--- config.mk ---
export PLATFORM = sky130hd
export DESIGN_NAME = antirrebote_botones_flat
export DESIGN_NICKNAME = d
export VERILOG_FILES = /design/src/rtl/antirrebote_pkg.sv /design/src/rtl/antirrebote_botones_if.sv /design/src/rtl/antirrebote_canal.sv /design/src/rtl/antirrebote_botones.sv /design/src/flat_wrapper.sv
export SDC_FILE = /design/constraint.sdc
export NUM_CORES = 1
export LEC_CHECK = 0
export CAP_MARGIN = 20
export CORE_ASPECT_RATIO = 1.5
export CORE_MARGIN = 5
export CORE_UTILIZATION = 60
export DETAILED_ROUTE_END_ITERATION = 6
export PLACE_DENSITY = 0.86
export SETUP_SLACK_MARGIN = 0.3
export SLEW_MARGIN = 20
export SYNTH_ARGS = -nofsm -noshare
export SYNTH_HDL_FRONTEND = slang
export SYNTH_HIERARCHICAL = 1
export SYNTH_SLANG_ARGS = --single-unit
--- constraint.sdc ---
create_clock -name clk -period 2.5 [get_ports clk]
set_input_delay 0.5 -clock clk [delete_from_list [all_inputs] [get_ports clk]]
set_output_delay 0.5 -clock clk [all_outputs]
set_load 0.01 [all_outputs]
--- src/rtl/antirrebote_pkg.sv ---
// Shared definitions for the button debouncer: FSM state encoding and counter sizing.
package antirrebote_pkg;

    typedef logic [1:0] estado_t;

    localparam estado_t ESTABLE_0  = 2'd0;
    localparam estado_t CONFIRMA_1 = 2'd1;
    localparam estado_t ESTABLE_1  = 2'd2;
    localparam estado_t CONFIRMA_0 = 2'd3;

    // Wide enough to hold the larger of the two terminal counts without wrapping.
    function automatic int cnt_width(input int debounce_cycles, input int repeat_cycles);
        int mayor;
        mayor = (debounce_cycles > repeat_cycles) ? debounce_cycles : repeat_cycles;
        return $clog2(mayor + 1);
    endfunction

endpackage

--- src/rtl/antirrebote_botones_if.sv ---
// Button bundle between the raw inputs and the debounced outputs.
interface antirrebote_botones_if #(
    parameter int N_BOTONES = 2
);
    logic [N_BOTONES-1:0] botones_in;
    logic [N_BOTONES-1:0] botones;
    logic [N_BOTONES-1:0] pulsado;
    logic [N_BOTONES-1:0] soltado;

    modport master (output botones_in, input botones, pulsado, soltado);
    modport slave  (input botones_in, output botones, pulsado, soltado);
endinterface

--- src/rtl/antirrebote_canal.sv ---
// One debounced button: synchronizer, 4-state confirm FSM and shared stability counter.
// Auto-repeat of pulsado while held is enabled with ANTIREBOTE_AUTOREPETICION_EN.
module antirrebote_canal
    import antirrebote_pkg::*;
#(
    parameter int SYNC_STAGES     = 2,
    parameter int DEBOUNCE_CYCLES = 250000,
    parameter int REPEAT_CYCLES   = 6250000
) (
    input  logic clk,
    input  logic reset,
    input  logic boton_in,
    output logic boton,
    output logic pulsado,
    output logic soltado
);

    localparam int CW = cnt_width(DEBOUNCE_CYCLES, REPEAT_CYCLES);
    localparam logic [CW-1:0] CNT_CERO = CW'(0);
    localparam logic [CW-1:0] CNT_UNO  = CW'(1);
    localparam logic [CW-1:0] DEB_LAST = CW'(DEBOUNCE_CYCLES - 1);
`ifdef ANTIREBOTE_AUTOREPETICION_EN
    localparam logic [CW-1:0] REP_LAST = CW'(REPEAT_CYCLES - 1);
`endif

    logic [SYNC_STAGES-1:0] sync_r;
    logic                   s_s;
    estado_t                state_r;
    estado_t                state_nxt_s;
    logic [CW-1:0]          cnt_r;
    logic [CW-1:0]          cnt_nxt_s;
    logic                   pulsado_nxt_s;
    logic                   soltado_nxt_s;
    logic                   boton_r;
    logic                   pulsado_r;
    logic                   soltado_r;

    assign s_s = sync_r[SYNC_STAGES-1];

    // Input synchronizer chain; the raw level is asynchronous to clk.
    always_ff @(posedge clk or negedge reset) begin
        if (!reset) begin
            sync_r <= {SYNC_STAGES{1'b0}};
        end else begin
            sync_r <= {sync_r[SYNC_STAGES-2:0], boton_in};
        end
    end

    // Next-state logic; the counter restarts on every state change so it never wraps.
    always_comb begin
        state_nxt_s   = state_r;
        cnt_nxt_s     = cnt_r;
        pulsado_nxt_s = 1'b0;
        soltado_nxt_s = 1'b0;
        case (state_r)
            ESTABLE_0: begin
                if (s_s) begin
                    state_nxt_s = CONFIRMA_1;
                    cnt_nxt_s   = CNT_CERO;
                end else begin
                    cnt_nxt_s   = CNT_CERO;
                end
            end
            CONFIRMA_1: begin
                if (!s_s) begin
                    state_nxt_s = ESTABLE_0;
                    cnt_nxt_s   = CNT_CERO;
                end else if (cnt_r == DEB_LAST) begin
                    state_nxt_s   = ESTABLE_1;
                    cnt_nxt_s     = CNT_CERO;
                    pulsado_nxt_s = 1'b1;
                end else begin
                    cnt_nxt_s = cnt_r + CNT_UNO;
                end
            end
            ESTABLE_1: begin
                if (!s_s) begin
                    state_nxt_s = CONFIRMA_0;
                    cnt_nxt_s   = CNT_CERO;
                end else begin
`ifdef ANTIREBOTE_AUTOREPETICION_EN
                    if (cnt_r == REP_LAST) begin
                        cnt_nxt_s     = CNT_CERO;
                        pulsado_nxt_s = 1'b1;
                    end else begin
                        cnt_nxt_s = cnt_r + CNT_UNO;
                    end
`else
                    cnt_nxt_s = CNT_CERO;
`endif
                end
            end
            CONFIRMA_0: begin
                if (s_s) begin
                    state_nxt_s = ESTABLE_1;
                    cnt_nxt_s   = CNT_CERO;
                end else if (cnt_r == DEB_LAST) begin
                    state_nxt_s   = ESTABLE_0;
                    cnt_nxt_s     = CNT_CERO;
                    soltado_nxt_s = 1'b1;
                end else begin
                    cnt_nxt_s = cnt_r + CNT_UNO;
                end
            end
            default: begin
                state_nxt_s = ESTABLE_0;
                cnt_nxt_s   = CNT_CERO;
            end
        endcase
    end

    // State, counter and registered outputs; botones follows the stable level.
    always_ff @(posedge clk or negedge reset) begin
        if (!reset) begin
            state_r   <= ESTABLE_0;
            cnt_r     <= CNT_CERO;
            boton_r   <= 1'b0;
            pulsado_r <= 1'b0;
            soltado_r <= 1'b0;
        end else begin
            state_r   <= state_nxt_s;
            cnt_r     <= cnt_nxt_s;
            boton_r   <= (state_nxt_s == ESTABLE_1) || (state_nxt_s == CONFIRMA_0);
            pulsado_r <= pulsado_nxt_s;
            soltado_r <= soltado_nxt_s;
        end
    end

    assign boton   = boton_r;
    assign pulsado = pulsado_r;
    assign soltado = soltado_r;

endmodule

--- src/rtl/antirrebote_botones.sv ---
// Debouncer for N_BOTONES push buttons, one independent channel each.
// Optional auto-repeat: define ANTIREBOTE_AUTOREPETICION_EN.
module antirrebote_botones
    import antirrebote_pkg::*;
#(
    parameter int N_BOTONES       = 2,
    parameter int SYNC_STAGES     = 2,
    parameter int DEBOUNCE_CYCLES = 250000,
    parameter int REPEAT_CYCLES   = 6250000
) (
    input logic                  clk,
    input logic                  reset,
    antirrebote_botones_if.slave bus
);

    logic [N_BOTONES-1:0] botones_s;
    logic [N_BOTONES-1:0] pulsado_s;
    logic [N_BOTONES-1:0] soltado_s;

    for (genvar i = 0; i < N_BOTONES; i++) begin : g_canal
        antirrebote_canal #(
            .SYNC_STAGES    (SYNC_STAGES),
            .DEBOUNCE_CYCLES(DEBOUNCE_CYCLES),
            .REPEAT_CYCLES  (REPEAT_CYCLES)
        ) u_canal (
            .clk     (clk),
            .reset   (reset),
            .boton_in(bus.botones_in[i]),
            .boton   (botones_s[i]),
            .pulsado (pulsado_s[i]),
            .soltado (soltado_s[i])
        );
    end

    assign bus.botones = botones_s;
    assign bus.pulsado = pulsado_s;
    assign bus.soltado = soltado_s;

endmodule

--- src/flat_wrapper.sv ---
// flat-port wrapper written by rule: the top's interface ports become plain ports
module antirrebote_botones_flat import antirrebote_pkg::*;
#(
    parameter int N_BOTONES       = 2,
    parameter int SYNC_STAGES     = 2,
    parameter int DEBOUNCE_CYCLES = 250000,
    parameter int REPEAT_CYCLES   = 6250000
)
  (clk, reset, bus_botones_in, bus_botones, bus_pulsado, bus_soltado);
  antirrebote_botones_if #(.N_BOTONES(N_BOTONES)) bus_i ();
  input logic clk;
  input logic reset;
  input wire logic [$bits(bus_i.botones_in)-1:0] bus_botones_in;
  output wire logic [$bits(bus_i.botones)-1:0] bus_botones;
  output wire logic [$bits(bus_i.pulsado)-1:0] bus_pulsado;
  output wire logic [$bits(bus_i.soltado)-1:0] bus_soltado;
  assign bus_i.botones_in = bus_botones_in;
  assign bus_botones = bus_i.botones;
  assign bus_pulsado = bus_i.pulsado;
  assign bus_soltado = bus_i.soltado;
  antirrebote_botones #(.N_BOTONES(N_BOTONES), .SYNC_STAGES(SYNC_STAGES), .DEBOUNCE_CYCLES(DEBOUNCE_CYCLES), .REPEAT_CYCLES(REPEAT_CYCLES)) u_core (.clk(clk), .reset(reset), .bus(bus_i));
endmodule
==> metrics.txt <==
CTS root buf clkbuf_8; Seq cells post-synth 60; post-DP HPWL between 4000 and 5000 um; Yosys cell types 33; maxcap violations 0; input/output buffers 9; worst skew pair latency between 0.3 and 0.4 ns; Tmin final 2.04 ns; slowest CP cell nor4b_1; Power, Total between 0.0015 and 0.002 W; Worst R2R Path Depth 5; Crit path max-delay family simple AND/OR/NAND/NOR gates; post-route setup TNS 0 ns; static leakage 1.30 nW; top cells by area, synth dfrtp_1 (52%), xnor2_1 (6.1%), nor2_1 (5.5%); worst slew pin tran 0.719 ns; critical path class flop to flop; status completed; fin crit share 81.5%; Max Root-Sink Buffers 2; routed len/inst approximately 16 um; TritonCTS Sinks 60; Setup crit start kind flop; FP Rows 31; Critical R2R Capture u_core/g_canal[1].u_canal/cnt_r[22]; n_diodes 0; effective utilization at floorplan around three fifths; hold_buf cts 0; Residual DRC 0; nature of the critical path endpoint flop; flip-flop and latch area between 1500 and 2000 um^2; Critical Path, Cell by Cell nor4b_1, nand2_1, o21ai_2, buf_4, a21oi_1; Cells after Synth 276; Avg Vias per Cell ~5.8; crit-path max cell delay between 0.6 and 0.7 ns; clk slew on worst S/H paths ~0.07 ns; count of antenna-violating nets left after detailed routing 0; Core Footprint 4770 um^2; RSZ-0062 raised after global routing no; Max Clock Freq ~0.5 GHz; htree depth 3; Chip Height roughly 95 um; number of synthesis warnings 6; initial antenna violation count 0; Stages on worst setup path 5; Post-Syn Nets 282; filler instances ~380; final slew viol count 0; R2R Path Start u_core/g_canal[1].u_canal/cnt_r[10]; vias around 2100; Avg Cell Area, Syn roughly 10 um^2; final setup margin between 0.4 and 0.5 ns; TritonCTS clock tree done; die width ~67 um; DR pass1 iterations 4; post-synth top area cell dfrtp_1; Worst Path Required ~2.7 ns; final hold viol count 0; final clock skew ~0.0063 ns; WL final between 5000 and 6000 um; first-pass GRT wire length around 10000 um; min-delay worst type primary input to asynchronous set/reset pin; GPL Wtd Cong around 0.82; peak supply drop roughly 450 uV; largest net degree at the start of global routing 43; GRT Total Usage a little over a fifth; share of layout cells above drive strength 1 around an eighth; Worst Path Max Fanout 14; drt initial violations ~170; CP Data Arrival Time 2.24 ns; nets 302; Setup crit start u_core/g_canal[1].u_canal/cnt_r[10]; sequential-to-total area share from yosys stat about half; PwrDens approximately 600 nW/um^2; final setup violation count 0; synthesized area a little under 3000 um^2; worst relative slew slack 51.7%; Bufs and invs on worst path 1; vias in the first global route roughly 2200; Inserted Clock Buffers 9; # IOs 10; Die Area between 6000 and 7000 um^2; dpl ws ~0.46 ns; Synth top area share between 50% and 60%; GRT overflow 0; multi-input logic area ~1300 um^2; r2r setup slk 0.46 ns; synth-to-layout area growth 14.2%
[worst max path at each step]
stage,end
5_1_grt,u_core/g_canal[0].u_canal/cnt_r[22]
2_1_floorplan,u_core/g_canal[0].u_canal/cnt_r[22]
3_5_place_dp,u_core/g_canal[1].u_canal/cnt_r[22]
4_1_cts,u_core/g_canal[1].u_canal/cnt_r[22]
3_3_place_gp,u_core/g_canal[1].u_canal/cnt_r[22]
6_report,u_core/g_canal[1].u_canal/cnt_r[22]
[cell usage in the layout, fill, tap and decap left out, drive strengths merged, types with 8 or more instances in the layout]
cell type / instances
and3: 8
clkbuf: 10
clkdlybuf4s50: 8
dfrtp: 60
inv: 10
nand2: 12
nand3: 8
nand4: 20
nor2: 42
nor3: 8
nor4: 12
o21ai: 8
xnor2: 20
xor2: 10
[state kept, by name (all words and copies together), names as in the netlist]
signal                          cells
u_core/g_canal.u_canal/boton        2
u_core/g_canal.u_canal/state_r      4
u_core/g_canal.u_canal/sync_r       4
u_core/g_canal.u_canal/cnt_r       46
u_core/g_canal.u_canal/pulsado      2
u_core/g_canal.u_canal/soltado      2
[metal layers]
metal / GRT usage (%) / part of all wire [%]
met4: 9.15 / 2.6
met1: 23.1 / 39
met5: 0 / 0
met3: 5.71 / 3.6
met2: 37.2 / 55
[layout make-up]
cell class / instances / area share (%)
sequential: 60 / 45.5
clock buffer: 10 / 3.87
tap: 66 / 2.50
timing repair buffer: 13 / 3.87
clock inverter: 6 / 2.69
inverter: 10 / 1.14
multi-input combinational: 202 / 40.5
[through the flow]
| stage | std cells | area (um^2) | utilization, % | hold slack, ns |
|---|---|---|---|---|
| 2_1_floorplan | 276 | 2890 | - | 0.204 |
| 3_3_place_gp | 351 | 3080 | 64.6 | 0.335 |
| 3_5_place_dp | 351 | 3080 | 64.6 | 0.340 |
| 4_1_cts | 367 | 3300 | 69.2 | 0.0892 |
| 5_1_grt | 367 | 3300 | 69.2 | 0.107 |
| 6_report | 367 | 3300 | 69.2 | 0.0924 |
[cell usage after synthesis, drive strengths merged]
cell type,instances
buf,2
and2,4
ha,2
or3,2
nand2,12
and3,8
a21bo,2
a21oi,6
o221ai,4
nor2,42
nor4,12
and4,6
a211oi,2
nand4,20
nor4b,2
nand3b,2
o21ai,8
dfrtp,60
mux2i,6
or4,2
xnor2,20
xor2,10
inv,10
nand3,8
nor2b,4
nor3b,4
nor3,8
clkbuf,2
a31o,2
mux2,4
[power by group]
| part | leakage (nW) | internal (W) | switching, W | total [W] |
|---|---|---|---|---|
| Combinational | 0.378 | 0.0000148 | 0.0000351 | 0.0000499 |
| Clock | 0.102 | 0.000561 | 0.000382 | 0.000943 |
| Sequential | 0.823 | 0.000979 | 0.00000671 | 0.000985 |
| Total | 1.30 | 0.00155 | 0.000424 | 0.00198 |
[worst reg2reg max path, stage by stage, from the launching register on]
cell and delay [ns]:
dfrtp_1 0.43, nor4b_1 0.62, nand2_1 0.21, o21ai_2 0.31, buf_4 0.26, a21oi_1 0.07
[kinds of logic after synthesis]
| kind of cell | count (synthesis) | synth area share [%] |
|---|---|---|
| AND/OR/NAND/NOR | 136 | 26.8 |
| flip-flops | 60 | 51.9 |
| multiplexers | 10 | 3.64 |
| AO/OA/AOI/OAI | 24 | 5.71 |
| XOR/XNOR | 30 | 9.09 |
| buffers and inverters | 14 | 1.91 |
| adder cells (fa/ha/maj) | 2 | 0.866 |
[repair_timing]
item | CTS | global route
gates resized for setup | 0 | 1
setup endpoints to repair | 0 | 1
setup buffers | 0 | 0
(Power assumes the default switching activity.)
